`config.mk`:
```
export PLATFORM = sky130hd
export DESIGN_NAME = alu_issue_wb_flat
export DESIGN_NICKNAME = d
export VERILOG_FILES = /design/src/rtl/alu_pkg.sv /design/src/rtl/alu_issue_wb_if.sv /design/src/rtl/alu_regfile.sv /design/src/rtl/alu_issue_wb.sv /design/src/flat_wrapper.sv
export SDC_FILE = /design/constraint.sdc
export NUM_CORES = 1
export LEC_CHECK = 0
export BUFFER_PORTS_ARGS = -buffer_cell sky130_fd_sc_hd__buf_2
export CORE_UTILIZATION = 56
export CTS_CLUSTER_DIAMETER = 40
export CTS_CLUSTER_SIZE = 14
export DETAILED_ROUTE_END_ITERATION = 8
export PLACE_DENSITY = 0.84
export SLEW_MARGIN = 20
export SYNTH_ARGS = -nofsm -noshare
export SYNTH_HDL_FRONTEND = slang
export SYNTH_SLANG_ARGS = --single-unit
export TNS_END_PERCENT = 10
```
`constraint.sdc`:
```
create_clock -name clk -period 2.5 [get_ports clk]
set_input_delay 0.25 -clock clk [delete_from_list [all_inputs] [get_ports clk]]
set_output_delay 0.25 -clock clk [all_outputs]
set_load 0.005 [all_outputs]
```
`src/rtl/alu_pkg.sv`:
```
// alu_pkg
//   Shared types and constants for the ALU issue/writeback sequencer.
//   Contents:
//     DATA_W         operand/result width (matches the external 4-bit ALU)
//     alu_op_e       the eight ALU opcodes
//     issue_state_e  sequencer states
//     cmd_t          command record {op, rd, rs1, rs2} for the default 4-register build
package alu_pkg;

  localparam int DATA_W      = 4;
  localparam int NREG_DEF    = 4;
  localparam int REG_AW_DEF  = $clog2(NREG_DEF);

  typedef enum logic [2:0] {
    OP_ADD = 3'd0,
    OP_SUB = 3'd1,
    OP_AND = 3'd2,
    OP_OR  = 3'd3,
    OP_XOR = 3'd4,
    OP_NOT = 3'd5,
    OP_SHL = 3'd6,
    OP_SHR = 3'd7
  } alu_op_e;

  typedef enum logic [1:0] {
    ST_IDLE = 2'd0,
    ST_EXEC = 2'd1,
    ST_WB   = 2'd2
  } issue_state_e;

  typedef struct packed {
    alu_op_e               op;
    logic [REG_AW_DEF-1:0] rd;
    logic [REG_AW_DEF-1:0] rs1;
    logic [REG_AW_DEF-1:0] rs2;
  } cmd_t;

endpackage

```
`src/rtl/alu_issue_wb_if.sv`:
```
// alu_issue_wb_if
//   Command and register-load handshake channels of the sequencer.
//   Signals:
//     cmd_valid/cmd_ready  command handshake
//     cmd_op/rd/rs1/rs2    command fields
//     ld_valid/ld_ready    direct register load handshake
//     ld_reg/ld_data       load destination and value
//   Modports:
//     master  requester side (drives valid and payload)
//     slave   sequencer side (drives ready)
interface alu_issue_wb_if #(
  parameter int NREG = 4
);
  import alu_pkg::*;

  localparam int REG_AW = $clog2(NREG);

  logic              cmd_valid;
  logic              cmd_ready;
  logic [2:0]        cmd_op;
  logic [REG_AW-1:0] cmd_rd;
  logic [REG_AW-1:0] cmd_rs1;
  logic [REG_AW-1:0] cmd_rs2;
  logic              ld_valid;
  logic              ld_ready;
  logic [REG_AW-1:0] ld_reg;
  logic [DATA_W-1:0] ld_data;

  modport master (
    output cmd_valid, cmd_op, cmd_rd, cmd_rs1, cmd_rs2,
    output ld_valid, ld_reg, ld_data,
    input  cmd_ready, ld_ready
  );

  modport slave (
    input  cmd_valid, cmd_op, cmd_rd, cmd_rs1, cmd_rs2,
    input  ld_valid, ld_reg, ld_data,
    output cmd_ready, ld_ready
  );

endinterface

```
`src/rtl/alu_regfile.sv`:
```
// alu_regfile
//   NREG x DATA_W architectural register file built from flops.
//   Ports:
//     clk, rst        clock, synchronous active-high reset (clears all registers)
//     we/waddr/wdata  single write port (load/writeback muxing is done by the parent)
//     ra1/rd1         combinational read port for ALU operand a
//     ra2/rd2         combinational read port for ALU operand b
//     ra3/rd3         combinational debug read port
module alu_regfile
  import alu_pkg::*;
#(
  parameter  int NREG   = 4,
  localparam int REG_AW = $clog2(NREG)
) (
  input  logic              clk,
  input  logic              rst,
  input  logic              we,
  input  logic [REG_AW-1:0] waddr,
  input  logic [DATA_W-1:0] wdata,
  input  logic [REG_AW-1:0] ra1,
  output logic [DATA_W-1:0] rd1,
  input  logic [REG_AW-1:0] ra2,
  output logic [DATA_W-1:0] rd2,
  input  logic [REG_AW-1:0] ra3,
  output logic [DATA_W-1:0] rd3
);

  logic [DATA_W-1:0] regs_reg [NREG];
  logic [NREG-1:0]   wen;

  // One-hot write enable per register.
  generate
    for (genvar gi = 0; gi < NREG; gi++) begin : g_wen
      assign wen[gi] = we && (waddr == REG_AW'(gi));
    end
  endgenerate

  always_ff @(posedge clk) begin
    for (int i = 0; i < NREG; i++) begin
      if (rst) begin
        regs_reg[i] <= '0;
      end else if (wen[i]) begin
        regs_reg[i] <= wdata;
      end
    end
  end

  assign rd1 = regs_reg[ra1];
  assign rd2 = regs_reg[ra2];
  assign rd3 = regs_reg[ra3];

endmodule

```
`src/rtl/alu_issue_wb.sv`:
```
// alu_issue_wb
//   Sequencer wrapped around an external combinational 4-bit ALU. Accepts
//   commands and direct register loads, drives registered ALU operands, then
//   writes the result back into the register file and updates the flags.
//   Ports:
//     clk, rst            clock, synchronous active-high reset
//     bus (slave)         command and load handshake channels
//     alu_a/alu_b/alu_op  registered ALU inputs (held until the next accept)
//     alu_result/carry    combinational ALU outputs
//     rd_sel/rd_data      combinational debug read port
//     flag_c/flag_z       carry and zero of the last written-back command
//     done                one-cycle pulse during the writeback cycle
//     busy                sequencer is not idle
//   Build option:
//     ALU_ISSUE_BYPASS_EN  drop the EXEC state; WB takes the ALU output directly
//                          (accept to writeback in 2 edges instead of 3)
module alu_issue_wb
  import alu_pkg::*;
#(
  parameter  int NREG   = 4,
  localparam int REG_AW = $clog2(NREG)
) (
  input  logic              clk,
  input  logic              rst,
  alu_issue_wb_if.slave     bus,
  output logic [DATA_W-1:0] alu_a,
  output logic [DATA_W-1:0] alu_b,
  output logic [2:0]        alu_op,
  input  logic [DATA_W-1:0] alu_result,
  input  logic              alu_carry,
  input  logic [REG_AW-1:0] rd_sel,
  output logic [DATA_W-1:0] rd_data,
  output logic              flag_c,
  output logic              flag_z,
  output logic              done,
  output logic              busy
);

  issue_state_e      state;
  logic [REG_AW-1:0] rd_lat;
  logic [DATA_W-1:0] rs1_data;
  logic [DATA_W-1:0] rs2_data;
  logic              idle;
  logic              ld_fire;
  logic              cmd_fire;
  logic              wb_en;
  logic              rf_we;
  logic [REG_AW-1:0] rf_waddr;
  logic [DATA_W-1:0] rf_wdata;
  logic [DATA_W-1:0] wb_result;
  logic              wb_carry;

  assign idle         = (state == ST_IDLE);
  assign bus.ld_ready  = idle;
  // A pending load always takes the idle slot ahead of a command.
  assign bus.cmd_ready = idle && !bus.ld_valid;
  assign ld_fire       = idle && bus.ld_valid;
  assign cmd_fire      = idle && !bus.ld_valid && bus.cmd_valid;
  assign busy          = !idle;
  assign wb_en         = (state == ST_WB);

`ifdef ALU_ISSUE_BYPASS_EN
  // The ALU output is consumed straight into writeback.
  assign wb_result = alu_result;
  assign wb_carry  = alu_carry;
`else
  logic [DATA_W-1:0] hold_result_reg;
  logic              hold_carry_reg;
  assign wb_result = hold_result_reg;
  assign wb_carry  = hold_carry_reg;
`endif

  // Loads and writeback never coincide: loads only fire in IDLE.
  assign rf_we    = ld_fire || wb_en;
  assign rf_waddr = wb_en ? rd_lat : bus.ld_reg;
  assign rf_wdata = wb_en ? wb_result : bus.ld_data;

  alu_regfile #(.NREG(NREG)) u_regfile (
    .clk   (clk),
    .rst   (rst),
    .we    (rf_we),
    .waddr (rf_waddr),
    .wdata (rf_wdata),
    .ra1   (bus.cmd_rs1),
    .rd1   (rs1_data),
    .ra2   (bus.cmd_rs2),
    .rd2   (rs2_data),
    .ra3   (rd_sel),
    .rd3   (rd_data)
  );

  always_ff @(posedge clk) begin
    if (rst) begin
      state  <= ST_IDLE;
      alu_a  <= '0;
      alu_b  <= '0;
      alu_op <= '0;
      rd_lat <= '0;
      flag_c <= 1'b0;
      flag_z <= 1'b1;
      done   <= 1'b0;
`ifndef ALU_ISSUE_BYPASS_EN
      hold_result_reg <= '0;
      hold_carry_reg  <= 1'b0;
`endif
    end else begin
      done <= 1'b0;
      unique case (state)
        ST_IDLE: begin
          if (cmd_fire) begin
            // Operands are latched here, so rd == rs1/rs2 is safe.
            alu_a  <= rs1_data;
            alu_b  <= rs2_data;
            alu_op <= bus.cmd_op;
            rd_lat <= bus.cmd_rd;
`ifdef ALU_ISSUE_BYPASS_EN
            state <= ST_WB;
            done  <= 1'b1;
`else
            state <= ST_EXEC;
`endif
          end
        end
`ifndef ALU_ISSUE_BYPASS_EN
        ST_EXEC: begin
          hold_result_reg <= alu_result;
          hold_carry_reg  <= alu_carry;
          state           <= ST_WB;
          done            <= 1'b1;
        end
`endif
        ST_WB: begin
          flag_c <= wb_carry;
          flag_z <= (wb_result == '0);
          state  <= ST_IDLE;
        end
        default: state <= ST_IDLE;
      endcase
    end
  end

endmodule

```
`src/flat_wrapper.sv`:
```
// flat-port wrapper written by rule: the top's interface ports become plain ports
module alu_issue_wb_flat import alu_pkg::*;
#(
  parameter  int NREG   = 4,
  localparam int REG_AW = $clog2(NREG)
)
  (clk, rst, alu_a, alu_b, alu_op, alu_result, alu_carry, rd_sel, rd_data, flag_c, flag_z, done, busy, bus_cmd_valid, bus_cmd_op, bus_cmd_rd, bus_cmd_rs1, bus_cmd_rs2, bus_ld_valid, bus_ld_reg, bus_ld_data, bus_cmd_ready, bus_ld_ready);
  alu_issue_wb_if #(.NREG(NREG)) bus_i ();
  input  logic clk;
  input  logic rst;
  output logic [DATA_W-1:0] alu_a;
  output logic [DATA_W-1:0] alu_b;
  output logic [2:0] alu_op;
  input  logic [DATA_W-1:0] alu_result;
  input  logic alu_carry;
  input  logic [REG_AW-1:0] rd_sel;
  output logic [DATA_W-1:0] rd_data;
  output logic flag_c;
  output logic flag_z;
  output logic done;
  output logic busy;
  input wire logic [$bits(bus_i.cmd_valid)-1:0] bus_cmd_valid;
  input wire logic [$bits(bus_i.cmd_op)-1:0] bus_cmd_op;
  input wire logic [$bits(bus_i.cmd_rd)-1:0] bus_cmd_rd;
  input wire logic [$bits(bus_i.cmd_rs1)-1:0] bus_cmd_rs1;
  input wire logic [$bits(bus_i.cmd_rs2)-1:0] bus_cmd_rs2;
  input wire logic [$bits(bus_i.ld_valid)-1:0] bus_ld_valid;
  input wire logic [$bits(bus_i.ld_reg)-1:0] bus_ld_reg;
  input wire logic [$bits(bus_i.ld_data)-1:0] bus_ld_data;
  output wire logic [$bits(bus_i.cmd_ready)-1:0] bus_cmd_ready;
  output wire logic [$bits(bus_i.ld_ready)-1:0] bus_ld_ready;
  assign bus_i.cmd_valid = bus_cmd_valid;
  assign bus_i.cmd_op = bus_cmd_op;
  assign bus_i.cmd_rd = bus_cmd_rd;
  assign bus_i.cmd_rs1 = bus_cmd_rs1;
  assign bus_i.cmd_rs2 = bus_cmd_rs2;
  assign bus_i.ld_valid = bus_ld_valid;
  assign bus_i.ld_reg = bus_ld_reg;
  assign bus_i.ld_data = bus_ld_data;
  assign bus_cmd_ready = bus_i.cmd_ready;
  assign bus_ld_ready = bus_i.ld_ready;
  alu_issue_wb #(.NREG(NREG)) u_core (.clk(clk), .rst(rst), .bus(bus_i), .alu_a(alu_a), .alu_b(alu_b), .alu_op(alu_op), .alu_result(alu_result), .alu_carry(alu_carry), .rd_sel(rd_sel), .rd_data(rd_data), .flag_c(flag_c), .flag_z(flag_z), .done(done), .busy(busy));
endmodule
```
==> results.toml <==
[power_and_ir_drop]
power.density_nw_per_um2 = 562
finalPower_mw = 1.19
leakagePower_nw = 0.859
ir_drop_mv = 0.395

[synth]
synth_warnings = 0
yosys.area.top_type = "edfxtp_1"
syn_inst = 162
synthArstFlopShare_pct = 0
synth_ff_type = "dfxtp_1"
ys_top_cells_by_count = "nand2_1, dfxtp_1, edfxtp_1, nor3_1, a21oi_1"
synth-edff-count = 16
synth_nets = 188
synth_top_area_share_pct = 26.1
syn_avg_cell_area_um2 = 11.4
syn_area_um2 = 1840
synth.most_common_cell = "nand2_1"
ys_seq_area_share_pct = 51.1
synth-seq-cells = 39
synth.distinct_cells = 25
synth.area.top_cells = "edfxtp_1, dfxtp_1, mux4_2"

[sta]
finalSetupTns_ps = 0
setup_slack_ps = 576
hold_viol = 0
maxSlewViolCount = 0
min_period_over_period_pct = 76.9
setup_viol = 0
rsz0062_at_grt = "false"
finClkSkew_ps = 4.52
clock.fmax_mhz = 520
slew_headroom_pct = 56.7
period_minus_slack_ps = 1920
tightest_slew_ps = 648

[place]
dp_hpwl_um = 3010
port_buffers = 46
dpl_worst_slack_ps = 586
place_area_um2 = 2070
gp_congestion = 0.811

[hold_path]
min_path_type = "in2reg"

[global_routing]
grt_max_degree = 29
grt_pass1_wl_um = 6020
grt_usage_pct = 24.3
busiest_layer = "met2"
grtUsageMet3_pct = 6.33
antenna_found_initial = 0
use_met1_pct = 25.2
grt_pass1_vias = 1315
grt_overflow_total = 0
grt_use_met2_pct = 44.1

[job]
maxCapViolCount = 0

[layout]
nFillCells = 263
num_antenna_cells = 0
final-seq-area_um2 = 941
area_delta_synth_final_pct = 15.1
drive_gt1_share_pct = 32.5
multiInputGateArea_um2 = 827
largest_register_ff_count = 16
nets = 231
fin_area_um2 = 2120

[clock_network]
ctsResizeCount = 0
clkSinkCount = 39
holdBufCountCts = 0
cts_buffer_depth = 2
clk-insertion-delay-late_ps = 340
numCtsBuffers = 5
htree_levels = 2
root_buffer = "clkbuf_4"
path_clk_slew_ps = 110
cts_tree = "yes"
cts_setup_buffers = 0

[routing]
wl_um = 3850
route.detailed.drc = 0
vias_per_cell = 5.70
drtIter0Drc = 53
wl_per_cell_um = 15.4
num_vias = 1426
ant_nets = 0
first_pass_iters = 4

[die]
rows = 20
die_height_um = 59.4
ios = 47
die_width_um = 59.4
initial_core_util_pct = 59.9
core_area_um2 = 3080
die_area_um2 = 3520

[worst_setup_path]
cp.arrival_ps = 1930
crit_required_ps = 2510
startpoint_type = "flip-flop"
cp_max_fo = 11
path_class = "reg2reg"
cp-end-kind = "flip-flop"

[run_status]
status = "finished, final reports clean"
-- cell usage in the layout (no fill, tap or decap), drive strengths merged --
cell type   n
a211o       1
a21oi      13
a31oi       4
and4b       1
buf        47
clkbuf      7
clkinv      1
dfxtp      23
edfxtp     16
inv         3
mux2i      10
mux4       12
nand2      26
nand2b      1
nor2        9
nor2b       3
nor3       16
nor4b       2
nor4bb      2
o21bai      5
or2         2
or4         1
or4b        1
-- critical path: stages (launching register included) --
cell and delay [ps]:
dfxtp_1 490, nand2b_1 460, a31oi_1 260, o21bai_1 390
-- metrics by stage --
step	cells	hold slack, ps	utilization, %
6_report	250	135	68.9
3_5_place_dp	242	445	67.3
2_1_floorplan	162	386	-
5_1_grt	250	128	68.9
4_1_cts	250	126	68.9
3_3_place_gp	242	439	67.3
-- final timing paths --
kind	start	to	slack, ps	cells after the start
worst max register to register	u_core.state[0]$_SDFFE_PP0P_	u_core.u_regfile.regs_reg[2][3]$_SDFFCE_PN0P_	580	3
worst min register to register	u_core.alu_b[0]$_SDFFE_PP0P_	u_core.alu_b[0]$_SDFFE_PP0P_	460	2
worst min-delay path	bus_cmd_rd[1]	u_core.rd_lat[1]$_SDFFE_PP0P_	130	3
worst max-delay path	u_core.state[0]$_SDFFE_PP0P_	u_core.u_regfile.regs_reg[2][3]$_SDFFCE_PN0P_	580	3
-- where the power goes --
part           leakage, nW  internal (mW)  switching, mW  total (mW)
registers            0.352          0.695         0.0247       0.719
clock network       0.0293          0.110          0.196       0.306
logic                0.478         0.0842         0.0830       0.167
total                0.859          0.889          0.304        1.19
-- per-layer routing --
layer  up-vias  part of all wire, %
li1        682                    -
met2        68                   54
met1       658                   36
met4         0                  3.5
met5         -                    0
met3        18                  6.1
-- logic make-up after synthesis --
| group | after synthesis | share of synthesized area, % |
|---|---|---|
| buffers and inverters | 14 | 4.07 |
| multiplexers | 22 | 20.1 |
| flip-flops | 39 | 51.1 |
| AND/OR/NAND/NOR | 64 | 17.4 |
| AO/OA/AOI/OAI | 23 | 7.40 |
-- cell type report --
class                           count  share of cell area (%)
Sequential cell                    39                    44.3
Tap cell                           44                    2.59
Inverter                            3                   0.531
Multi-Input combinational cell    109                    39.0
Clock buffer                        7                    2.12
Clock inverter                      1                   0.236
Timing Repair Buffer               47                    11.2
Note: power is estimated with default switching activity, not from simulation.
